==> src/rtl/ph_read_sched_pkg.sv <==
// Shared types and helpers for the parasite-to-host read scheduler.
package ph_sched_pkg;

  localparam int NUM_CH = 4;

  // Scheduler phases.
  typedef enum logic [1:0] {
    IDLE = 2'd0,
    SEL  = 2'd1,
    RD   = 2'd2,
    HOLD = 2'd3
  } state_e;

  // Register channel indices (R1 is the FIFO).
  localparam logic [1:0] CH_R1 = 2'd0;
  localparam logic [1:0] CH_R2 = 2'd1;
  localparam logic [1:0] CH_R3 = 2'd2;
  localparam logic [1:0] CH_R4 = 2'd3;

  // Channel index to one-hot register select.
  function automatic logic [NUM_CH-1:0] onehot4(input logic [1:0] idx);
    onehot4 = 4'b0001 << idx;
  endfunction

endpackage

==> src/rtl/ph_read_sched_if.sv <==
// Register-bus and output-stream bundle for the read scheduler.
interface ph_read_sched_if;

  // configuration
  logic [3:0] en_mask;
  logic       prio_r1;
  logic       one_byte_mode;
  // host register bus
  logic [3:0] h_data_available;
  logic       h_zero_bytes_available;
  logic [7:0] h_data;
  logic [3:0] h_selectData;
  logic       h_rd;
  // captured byte stream
  logic       out_valid;
  logic       out_ready;
  logic [7:0] out_data;
  logic [1:0] out_chan;
  logic       underrun;

  // Scheduler side.
  modport master (
    input  en_mask, prio_r1, one_byte_mode,
    input  h_data_available, h_zero_bytes_available, h_data,
    output h_selectData, h_rd,
    output out_valid, out_data, out_chan, underrun,
    input  out_ready
  );

  // Register file / consumer side.
  modport slave (
    output en_mask, prio_r1, one_byte_mode,
    output h_data_available, h_zero_bytes_available, h_data,
    input  h_selectData, h_rd,
    input  out_valid, out_data, out_chan, underrun,
    output out_ready
  );

endinterface

==> src/rtl/ph_read_sched_rr_arb.sv <==
// Combinational 4-way round-robin picker with optional R1 override.
module ph_rr_arb
  import ph_sched_pkg::*;
(
  input  logic [NUM_CH-1:0] req,
  input  logic [1:0]        ptr,
  input  logic              prio,
  output logic [1:0]        gnt,
  output logic              gnt_vld
);

  logic [NUM_CH-1:0] rot;   // req rotated so bit 0 is the pointer position
  logic [1:0]        off;   // offset of first request from the pointer

  // rotate request vector by the pointer; 2-bit cast gives the wrap
  for (genvar i = 0; i < NUM_CH; i++) begin : g_rot
    assign rot[i] = req[2'(i + int'(ptr))];
  end

  // first set bit of the rotated vector
  always_comb begin
    off = 2'd0;
    casez (rot)
      4'b???1: off = 2'd0;
      4'b??10: off = 2'd1;
      4'b?100: off = 2'd2;
      4'b1000: off = 2'd3;
      default: off = 2'd0;
    endcase
  end

  // R1 override wins only when R1 is actually requesting
  always_comb begin
    gnt_vld = |req;
    if (prio && req[CH_R1]) gnt = CH_R1;
    else                    gnt = 2'(ptr + off);
  end

endmodule

==> src/rtl/ph_read_sched.sv <==
// Host-side read scheduler: arbitrates among the four parasite-to-host
// registers, strobes the selected one, and streams the captured byte out.
module ph_read_sched
  import ph_sched_pkg::*;
#(
  parameter int HOLDOFF   = 2,
  parameter int HOLDOFF_W = 2
) (
  input  logic h_phi2,
  input  logic h_rst,
  ph_read_sched_if.master bus
);

  localparam logic [HOLDOFF_W-1:0] HOLD_LOAD = HOLDOFF_W'(HOLDOFF);

  state_e                state_q, state_d;
  logic [1:0]            grant_q, grant_d;
  logic [1:0]            ptr_q,   ptr_d;
  logic [HOLDOFF_W-1:0]  hold_q,  hold_d;
  logic                  burst_q, burst_d;
  logic [NUM_CH-1:0]     sel_q,   sel_d;
  logic                  rd_q,    rd_d;
  logic                  vld_q,   vld_d;
  logic [7:0]            data_q,  data_d;
  logic [1:0]            chan_q,  chan_d;
  logic                  under_q, under_d;

  logic [NUM_CH-1:0]     elig;
  logic [1:0]            arb_gnt;
  logic                  arb_vld;
  logic                  burst_go;

  assign elig = bus.h_data_available & bus.en_mask;

  ph_rr_arb u_arb (
    .req     (elig),
    .ptr     (ptr_q),
    .prio    (bus.prio_r1),
    .gnt     (arb_gnt),
    .gnt_vld (arb_vld)
  );

  // second R3 byte is taken straight away when the FIFO still holds one
  assign burst_go = (grant_q == CH_R3) && !bus.one_byte_mode && !burst_q &&
                    !bus.h_zero_bytes_available;

  // next-state and registered-output decode
  always_comb begin
    state_d = state_q;
    grant_d = grant_q;
    ptr_d   = ptr_q;
    hold_d  = hold_q;
    burst_d = burst_q;
    sel_d   = sel_q;
    rd_d    = rd_q;
    vld_d   = vld_q;
    data_d  = data_q;
    chan_d  = chan_q;
    under_d = 1'b0;
    unique case (state_q)
      IDLE: begin
        if (hold_q != '0) begin
          hold_d = hold_q - 1'b1;
        end else if (arb_vld) begin
          grant_d = arb_gnt;
          sel_d   = onehot4(arb_gnt);
          state_d = SEL;
        end
      end
      SEL: begin
        // flag must still be up after the select has settled
        if (bus.h_data_available[grant_q]) begin
          rd_d    = 1'b1;
          state_d = RD;
        end else begin
          sel_d   = '0;
          under_d = 1'b1;
          burst_d = 1'b0;
          state_d = IDLE;
        end
      end
      RD: begin
        data_d  = bus.h_data;
        chan_d  = grant_q;
        vld_d   = 1'b1;
        rd_d    = 1'b0;
        sel_d   = '0;
        ptr_d   = 2'(grant_q + 2'd1);
        state_d = HOLD;
      end
      HOLD: begin
        if (bus.out_ready) begin
          vld_d = 1'b0;
          if (burst_go) begin
            burst_d = 1'b1;
            sel_d   = onehot4(CH_R3);
            state_d = SEL;
          end else begin
            burst_d = 1'b0;
            hold_d  = HOLD_LOAD;
            state_d = IDLE;
          end
        end
      end
      default: state_d = IDLE;
    endcase
  end

  // state and output registers, synchronous reset
  always_ff @(posedge h_phi2) begin
    if (h_rst) begin
      state_q <= IDLE;
      grant_q <= '0;
      ptr_q   <= '0;
      hold_q  <= '0;
      burst_q <= 1'b0;
      sel_q   <= '0;
      rd_q    <= 1'b0;
      vld_q   <= 1'b0;
      data_q  <= '0;
      chan_q  <= '0;
      under_q <= 1'b0;
    end else begin
      state_q <= state_d;
      grant_q <= grant_d;
      ptr_q   <= ptr_d;
      hold_q  <= hold_d;
      burst_q <= burst_d;
      sel_q   <= sel_d;
      rd_q    <= rd_d;
      vld_q   <= vld_d;
      data_q  <= data_d;
      chan_q  <= chan_d;
      under_q <= under_d;
    end
  end

  assign bus.h_selectData = sel_q;
  assign bus.h_rd         = rd_q;
  assign bus.out_valid    = vld_q;
  assign bus.out_data     = data_q;
  assign bus.out_chan     = chan_q;
  assign bus.underrun     = under_q;

endmodule
==> src/flat_wrapper.sv <==
// flat-port wrapper written by rule: the top's interface ports become plain ports
module ph_read_sched_flat import ph_sched_pkg::*;
#(
  parameter int HOLDOFF   = 2,
  parameter int HOLDOFF_W = 2
)
  (h_phi2, h_rst, bus_en_mask, bus_prio_r1, bus_one_byte_mode, bus_h_data_available, bus_h_zero_bytes_available, bus_h_data, bus_h_selectData, bus_h_rd, bus_out_valid, bus_out_data, bus_out_chan, bus_underrun, bus_out_ready);
  ph_read_sched_if bus_i ();
  input  logic h_phi2;
  input  logic h_rst;
  input wire logic [$bits(bus_i.en_mask)-1:0] bus_en_mask;
  input wire logic [$bits(bus_i.prio_r1)-1:0] bus_prio_r1;
  input wire logic [$bits(bus_i.one_byte_mode)-1:0] bus_one_byte_mode;
  input wire logic [$bits(bus_i.h_data_available)-1:0] bus_h_data_available;
  input wire logic [$bits(bus_i.h_zero_bytes_available)-1:0] bus_h_zero_bytes_available;
  input wire logic [$bits(bus_i.h_data)-1:0] bus_h_data;
  output wire logic [$bits(bus_i.h_selectData)-1:0] bus_h_selectData;
  output wire logic [$bits(bus_i.h_rd)-1:0] bus_h_rd;
  output wire logic [$bits(bus_i.out_valid)-1:0] bus_out_valid;
  output wire logic [$bits(bus_i.out_data)-1:0] bus_out_data;
  output wire logic [$bits(bus_i.out_chan)-1:0] bus_out_chan;
  output wire logic [$bits(bus_i.underrun)-1:0] bus_underrun;
  input wire logic [$bits(bus_i.out_ready)-1:0] bus_out_ready;
  assign bus_i.en_mask = bus_en_mask;
  assign bus_i.prio_r1 = bus_prio_r1;
  assign bus_i.one_byte_mode = bus_one_byte_mode;
  assign bus_i.h_data_available = bus_h_data_available;
  assign bus_i.h_zero_bytes_available = bus_h_zero_bytes_available;
  assign bus_i.h_data = bus_h_data;
  assign bus_h_selectData = bus_i.h_selectData;
  assign bus_h_rd = bus_i.h_rd;
  assign bus_out_valid = bus_i.out_valid;
  assign bus_out_data = bus_i.out_data;
  assign bus_out_chan = bus_i.out_chan;
  assign bus_underrun = bus_i.underrun;
  assign bus_i.out_ready = bus_out_ready;
  ph_read_sched #(.HOLDOFF(HOLDOFF), .HOLDOFF_W(HOLDOFF_W)) u_core (.h_phi2(h_phi2), .h_rst(h_rst), .bus(bus_i));
endmodule
==> config.mk <==
export PLATFORM = sky130hd
export DESIGN_NAME = ph_read_sched_flat
export DESIGN_NICKNAME = d
export VERILOG_FILES = /design/src/rtl/ph_read_sched_pkg.sv /design/src/rtl/ph_read_sched_if.sv /design/src/rtl/ph_read_sched_rr_arb.sv /design/src/rtl/ph_read_sched.sv /design/src/flat_wrapper.sv
export SDC_FILE = /design/constraint.sdc
export NUM_CORES = 1
export LEC_CHECK = 0
export ABC_AREA = 1
export CAP_MARGIN = 30
export CORE_MARGIN = 1
export CORE_UTILIZATION = 42
export CTS_BUF_LIST = sky130_fd_sc_hd__clkbuf_16
export DETAILED_ROUTE_END_ITERATION = 12
export GPL_ROUTABILITY_DRIVEN = 1
export HOLD_SLACK_MARGIN = 0.03
export MAX_ROUTING_LAYER = met4
export PLACE_DENSITY_LB_ADDON = 0.05
export RECOVER_POWER = 50
export SYNTH_ARGS = -nofsm -noshare
export SYNTH_HDL_FRONTEND = slang
export SYNTH_SLANG_ARGS = --single-unit
==> constraint.sdc <==
create_clock -name h_phi2 -period 1.8 [get_ports h_phi2]
set_clock_uncertainty 0.1 [all_clocks]
set_input_delay 0.36 -clock h_phi2 [delete_from_list [all_inputs] [get_ports h_phi2]]
set_output_delay 0.36 -clock h_phi2 [all_outputs]
set_load 0.02 [all_outputs]
======== After elaboration in Yosys (flattened, before gate mapping) ========
Index checks and enable logic that the tools add are counted.
word-level totals
  register bits after elaboration ......... 26
  input port bits ......................... 22
  output and inout port bits .............. 17
  logic and storage cells ................. 104
operators by class
  add/sub/neg operators ................... 6
  $lt $le $gt $ge ......................... 5
  eq/ne operators ......................... 15
  shift-type cells ........................ 1
  muxes and demuxes ....................... 41
  bitwise operators ....................... 3
  reductions and logical operators ........ 22
operators with widths
  cell                                                                  count
  4-bit two-way mux                                                     5
  2-bit by 4-bit < comparator with 1-bit output, second input constant  4
  1-bit two-way mux                                                     16
  2-bit two-way mux                                                     8
  4-bit one-hot mux with 4 select lines                                 1
  1-bit binary-select mux with 2-bit select                             5
  2-bit nonzero test                                                    5
  3-bit AND reduction                                                   3
  2-bit equality test, second input constant                            4
  2-bit by 1-bit != test with 1-bit output, second input constant       4
  2-bit != test, second input constant                                  4
  2-bit one-hot mux with 4 select lines                                 1
  1-bit one-hot mux with 2 select lines                                 3
  2-bit one-hot mux with 3 select lines                                 1
  5-bit AND reduction                                                   1
  2-bit adder, first input constant                                     2
  4-bit bitwise AND                                                     1
  4-bit equality test, second input constant                            1
  1-bit logical AND                                                     4
  2-bit one-hot mux with 2 select lines                                 1
  2-bit AND reduction                                                   2
  4-bit AND reduction                                                   1
  4-bit OR reduction                                                    1
  1-bit by 2-bit left shift with 4-bit output, first input constant     1
  other kinds (11)                                                      14

======== Longest topological paths before layout ========
  word-level depth ........................ 12
  mapped depth ............................ 16
  mapped depth without buffers ............ 15

======== Modules after synthesis ========
A second synthesis with hierarchy kept.
unflattened totals
  cell total of the unflattened synthesis .. 221
  area total of the unflattened synthesis .. 1428.9 um^2
by module, submodules not included
  module         times used  cells each  area each (um^2)  seq. area each (um^2)
  ph_read_sched  1           163         1161.1            520.5
  ph_rr_arb      1           58          267.8             0.0

======== Worst setup path after synthesis ========
OpenSTA, ideal clock, no wires.
  path type ............................... flip-flop to flip-flop
  from .................................... register u_core.ptr_q[0]
  to ...................................... register u_core.sel_q[1] (netlist: u_core.bus.h_selectData[1])
  setup time .............................. 0.131 ns
  arrival time ............................ 1.670 ns
  data required time ...................... 1.569 ns
  path slack .............................. -0.101 ns
  stages on the path, launching flop included .. 15
  buffers on the path ..................... 0
  period minus slack after synthesis ...... 1.901 ns
  path through ............................ dfxtp_1 -> inv_2 -> nand3_1 -> nand2_1 -> nand2_1 -> nand2_2 -> a31oi_1 -> nor2_1 -> ha_1 -> xnor2_1 -> nand3_1 -> nand2_2 -> nand2_2 -> nand2_1 -> a21oi_2
between the ends
  cells in the longest elaborated chain, start to end .. 12
  elaborated cells on any way between the ends .. 25
  those cells by class .................... 4 x add/sub; 3 x eq/ne; 1 x shift; 17 x mux
ends and longest elaborated chain
  what                                                                          RTL line                    RTL
  start: declaration                                                            ph_read_sched.sv:18         logic [1:0] ptr_q, ptr_d;
  start signal: assignment                                                      ph_read_sched.sv:126        ptr_q <= ptr_d;
  1-bit by 2-bit adder with 2-bit output / 2-bit adder (equally long branches)  ph_read_sched_rr_arb.sv:17  assign rot[i] = req[2'(i + int'(ptr))];
  1-bit binary-select mux with 2-bit select                                     ph_read_sched_rr_arb.sv:17
  1-bit two-way mux (implied by the code) (2 in series)                         ph_read_sched_rr_arb.sv:17
  4-bit equality test (tied with other cells)                                   ph_read_sched_rr_arb.sv:23  casez (rot)
  2-bit one-hot mux with 3 select lines                                         ph_read_sched_rr_arb.sv:23
  2-bit adder (*)                                                               ph_read_sched_rr_arb.sv:36  else gnt = 2'(ptr + off);
  2-bit two-way mux (*)                                                         ph_read_sched_rr_arb.sv:35  if (prio && req[CH_R1]) gnt = CH_R1;
  1-bit by 2-bit left shift with 4-bit output (*)                               ph_read_sched_pkg.sv:22     onehot4 = 4'b0001 << idx;
  4-bit two-way mux (*)                                                         ph_read_sched.sv:64         end else if (arb_vld) begin
  4-bit two-way mux (*)                                                         ph_read_sched.sv:62         if (hold_q != '0) begin
  4-bit one-hot mux with 4 select lines (*)                                     ph_read_sched.sv:60         unique case (state_q)
  end signal: assignment                                                        ph_read_sched.sv:129        sel_q <= sel_d;
  end: declaration                                                              ph_read_sched.sv:21         logic [NUM_CH-1:0] sel_q, sel_d;
Every way passes the cells marked *; elsewhere a longest branch is shown, timed or not. The select of a mux whose other input is x is not followed.
A chain may end at the register's enable or synchronous reset.

======== Final worst setup path ========
  from .................................... register u_core.ptr_q[0]
  to ...................................... register u_core.sel_q[0] (netlist: u_core.bus.h_selectData[0])
Same word-level chain as after synthesis.

==> flow_summary.json <==
{
  "synth_top_family_by_area": "simple AND/OR/NAND/NOR gates",
  "fin_crit_ns": 1.91,
  "drive_gt1_share_pct": 23.6,
  "drtPass1Iterations": 8,
  "wl_mm": 3.37,
  "status": "complete, but fails checks",
  "placed_area_sq_mm": 0.00186,
  "synthTopCellsByCount": "nand2_1, nor2_1, dfxtp_1",
  "finalCoreUtilization_pct": 71.4,
  "synth.most_common_cell": "nand2_1",
  "cap_violations": 0,
  "cp_slowest_cell": "dfxtp_4",
  "gp_congestion": 0.917,
  "final_max_slew_viol_count": 0,
  "synth-simple-area-share_pct": 34.7,
  "clkSinkCount": 26,
  "antenna_found_initial": 0,
  "start_util_pct": 45.5,
  "die_w_um": 57.6,
  "vias": 1431,
  "power.density_mw_per_mm2": 1540,
  "vdd_drop_max_uv": 794,
  "synth_area_leaders": "dfxtp_1, nand2_1, nor2_1",
  "cts_inserted_buffers": 3,
  "critical_path.max_fanout": 8,
  "postLayoutCellArea_sq_mm": 0.00204,
  "die_height_um": 57.6,
  "ff2ff_path_depth": 15,
  "hold-worst-slack_ns": 0.372,
  "period_share_pct": 106,
  "timing.fmax_mhz": 523,
  "finalPower_uw": 3140,
  "clock_path_buffers": 2,
  "cellLeakagePower_uw": 0.000912,
  "synth_mux_area_share_pct": 0,
  "rsz0062_at_grt": "true",
  "crit_top_cell": "nand2_2",
  "hold_depth": 2,
  "slew_headroom_pct": 73.3,
  "hold_viol": 0,
  "endpoint_kind": "flip-flop",
  "path_cells": "inv_8 > nand2_2 > nand2_1 > nand2_1 > nand2_2 > a31oi_1 > nor2_1 > ha_2 > xnor2_2 > inv_1 > nand2_2 > nand2_2 > nand2_2 > nand2_2 > a21oi_2",
  "cts-root-buf": "clkbuf_16",
  "postSynthAreaPerCell_sq_um": 6.73,
  "synth_fa_ha_area_share_pct": 2.89,
  "dieArea_sq_mm": 0.00332,
  "synth_compound_area_share_pct": 14.7,
  "synth_edf_count": 0,
  "fill_cells": 220,
  "clock_latency_ns": 0.26,
  "synth_largest_area_cell": "dfxtp_1",
  "core_sq_mm": 0.00285,
  "drtIter0Drc": 71,
  "htreeDepth": 1,
  "synth_cell_types": 21,
  "n_antenna_cell": 0,
  "area.growth.synth_to_final_pct": 56.8,
  "wl_per_cell_um": 12.0,
  "cts_tree": "built",
  "start_kind": "flip-flop",
  "path_clk_slew_ns": 0.07,
  "io_buffers": 38,
  "track_usage_pct": 22.6,
  "syn_nets": 218,
  "fp-row-count": 19,
  "synth-xor-area-share_pct": 0.674,
  "synth_area_sq_mm": 0.00130,
  "synth_seq_cells": 26,
  "syn_inst": 193,
  "ios": 39,
  "critPathMaxStageDelay_ns": 0.42,
  "required_ns": 1.90,
  "synth_ff_type": "dfxtp_1",
  "finalSetupTns_ns": -0.352,
  "synth_warnings": 0,
  "ctsHoldBuffers": 0,
  "async_flop_share_pct": 0,
  "grt_pass1_wl_mm": 5.68,
  "grt_overflow": 0,
  "synth_top_area_share_pct": 40.1,
  "setup_viol": 5,
  "violations": "DRC, setup timing",
  "ant_nets": 0,
  "viasPerCell": 5.09,
  "first_global_vias": 1381,
  "dp_hpwl_mm": 2.51,
  "synth_seq_area_share_pct": 40.1,
  "grt_max_degree": 16,
  "hold_class": "reg -> reg",
  "layout_setup_ws_ns": -0.114,
  "crit_type": "reg -> reg",
  "worst_pin_slew_ns": 0.400,
  "final_nets": 276,
  "drcViolationCount": 1,
  "crit_arrival_ns": 2.01
}
layout by cell type (no fill, tap or decap), drive strengths merged:
cell type and n:
inv 17, ha 3, nand3b 1, bufinv 1, xnor2 1, buf 17, a211oi 2, a21boi 1
nand3 18, nand4 2, a31oi 1, o21ai 16, dlygate4sd3 1, dlygate4sd2 6, nand2 55, clkinv 1
clkbuf 7, dfxtp 26, clkdlybuf4s50 29, nor2 29, clkdlybuf4s15 1, a21oi 15
final timing paths:
kind	start	endpoint	slack, ns
worst max register to register	u_core.ptr_q[0]$_SDFFE_PP0P_	u_core.bus.h_selectData[0]$_SDFFE_PP0P_	-0.11
worst min register to register	u_core.hold_q[1]$_SDFFE_PP0P_	u_core.hold_q[1]$_SDFFE_PP0P_	0.37
worst max-delay path	u_core.ptr_q[0]$_SDFFE_PP0P_	u_core.bus.h_selectData[0]$_SDFFE_PP0P_	-0.11
worst min-delay path	u_core.hold_q[1]$_SDFFE_PP0P_	u_core.hold_q[1]$_SDFFE_PP0P_	0.37
worst max-delay path: cells and delay by family (launching register included):
kind / cells / cell delay [ns]
flops: 1 / 0.42
compound gates: 2 / 0.29
fa+ha+maj: 1 / 0.18
buf+inv: 2 / 0.13
simple gates: 9 / 0.58
xor+xnor: 1 / 0.15
metrics by stage:
step | cells | worst slack [ns]
after floorplan | 193 | -0.00921
after global placement | 276 | -0.526
after detailed placement | 276 | -0.609
after CTS | 281 | -0.0866
after global routing | 281 | -0.219
final | 281 | -0.114
report_power, final:
group          internal (uW)  switching (uW)  leakage, uW
combinational            713             909     0.000647
clock                    443             201    0.0000511
sequential               754             123     0.000213
total                   1910            1230     0.000912
metal layers:
| layer | vias to the layer above | wire length, um | track usage [%] |
|---|---|---|---|
| met5 | - | 0 | - |
| met4 | 0 | 62 | 7.67 |
| met3 | 6 | 142 | 4.46 |
| met2 | 31 | 1680 | 39.4 |
| met1 | 650 | 1490 | 25.8 |
| li1 | 744 | - | - |
sequential cells by signal, indices dropped and copies added, names as in the netlist, named ones only:
register,count
u_core.ptr_q,2
u_core.bus.h_selectData,4
u_core.bus.out_data,8
u_core.bus.out_valid,1
u_core.bus.underrun,1
u_core.bus.h_rd,1
u_core.state_q,1
u_core.bus.out_chan,2
u_core.burst_q,1
u_core.hold_q,2
u_core.grant_q,2
logic make-up after synthesis:
group | Yosys count
AO/OA/AOI/OAI | 35
XOR/XNOR | 1
adder cells (fa/ha/maj) | 3
buffers and inverters | 23
flip-flops | 26
AND/OR/NAND/NOR | 105
final cells by class:
class / count / area [sq um] / area share, %
flip-flops and latches: 26 / 526 / 25.8
multi-input cells: 144 / 769 / 37.8
repair buffers: 58 / 518 / 25.4
inverters: 18 / 80.1 / 3.93
clock buffers: 3 / 75.1 / 3.69
well taps: 31 / 38.8 / 1.90
clock inverters: 1 / 30.0 / 1.47
what timing repair did:
item | in CTS | in global routing
setup endpoints to repair | 6 | 6
pin swaps | 14 | 2
resized for setup | 22 | 13
setup buffers | 1 | 0
hold endpoints to repair | 0 | 0
Note: power is estimated with default switching activity, not from simulation.
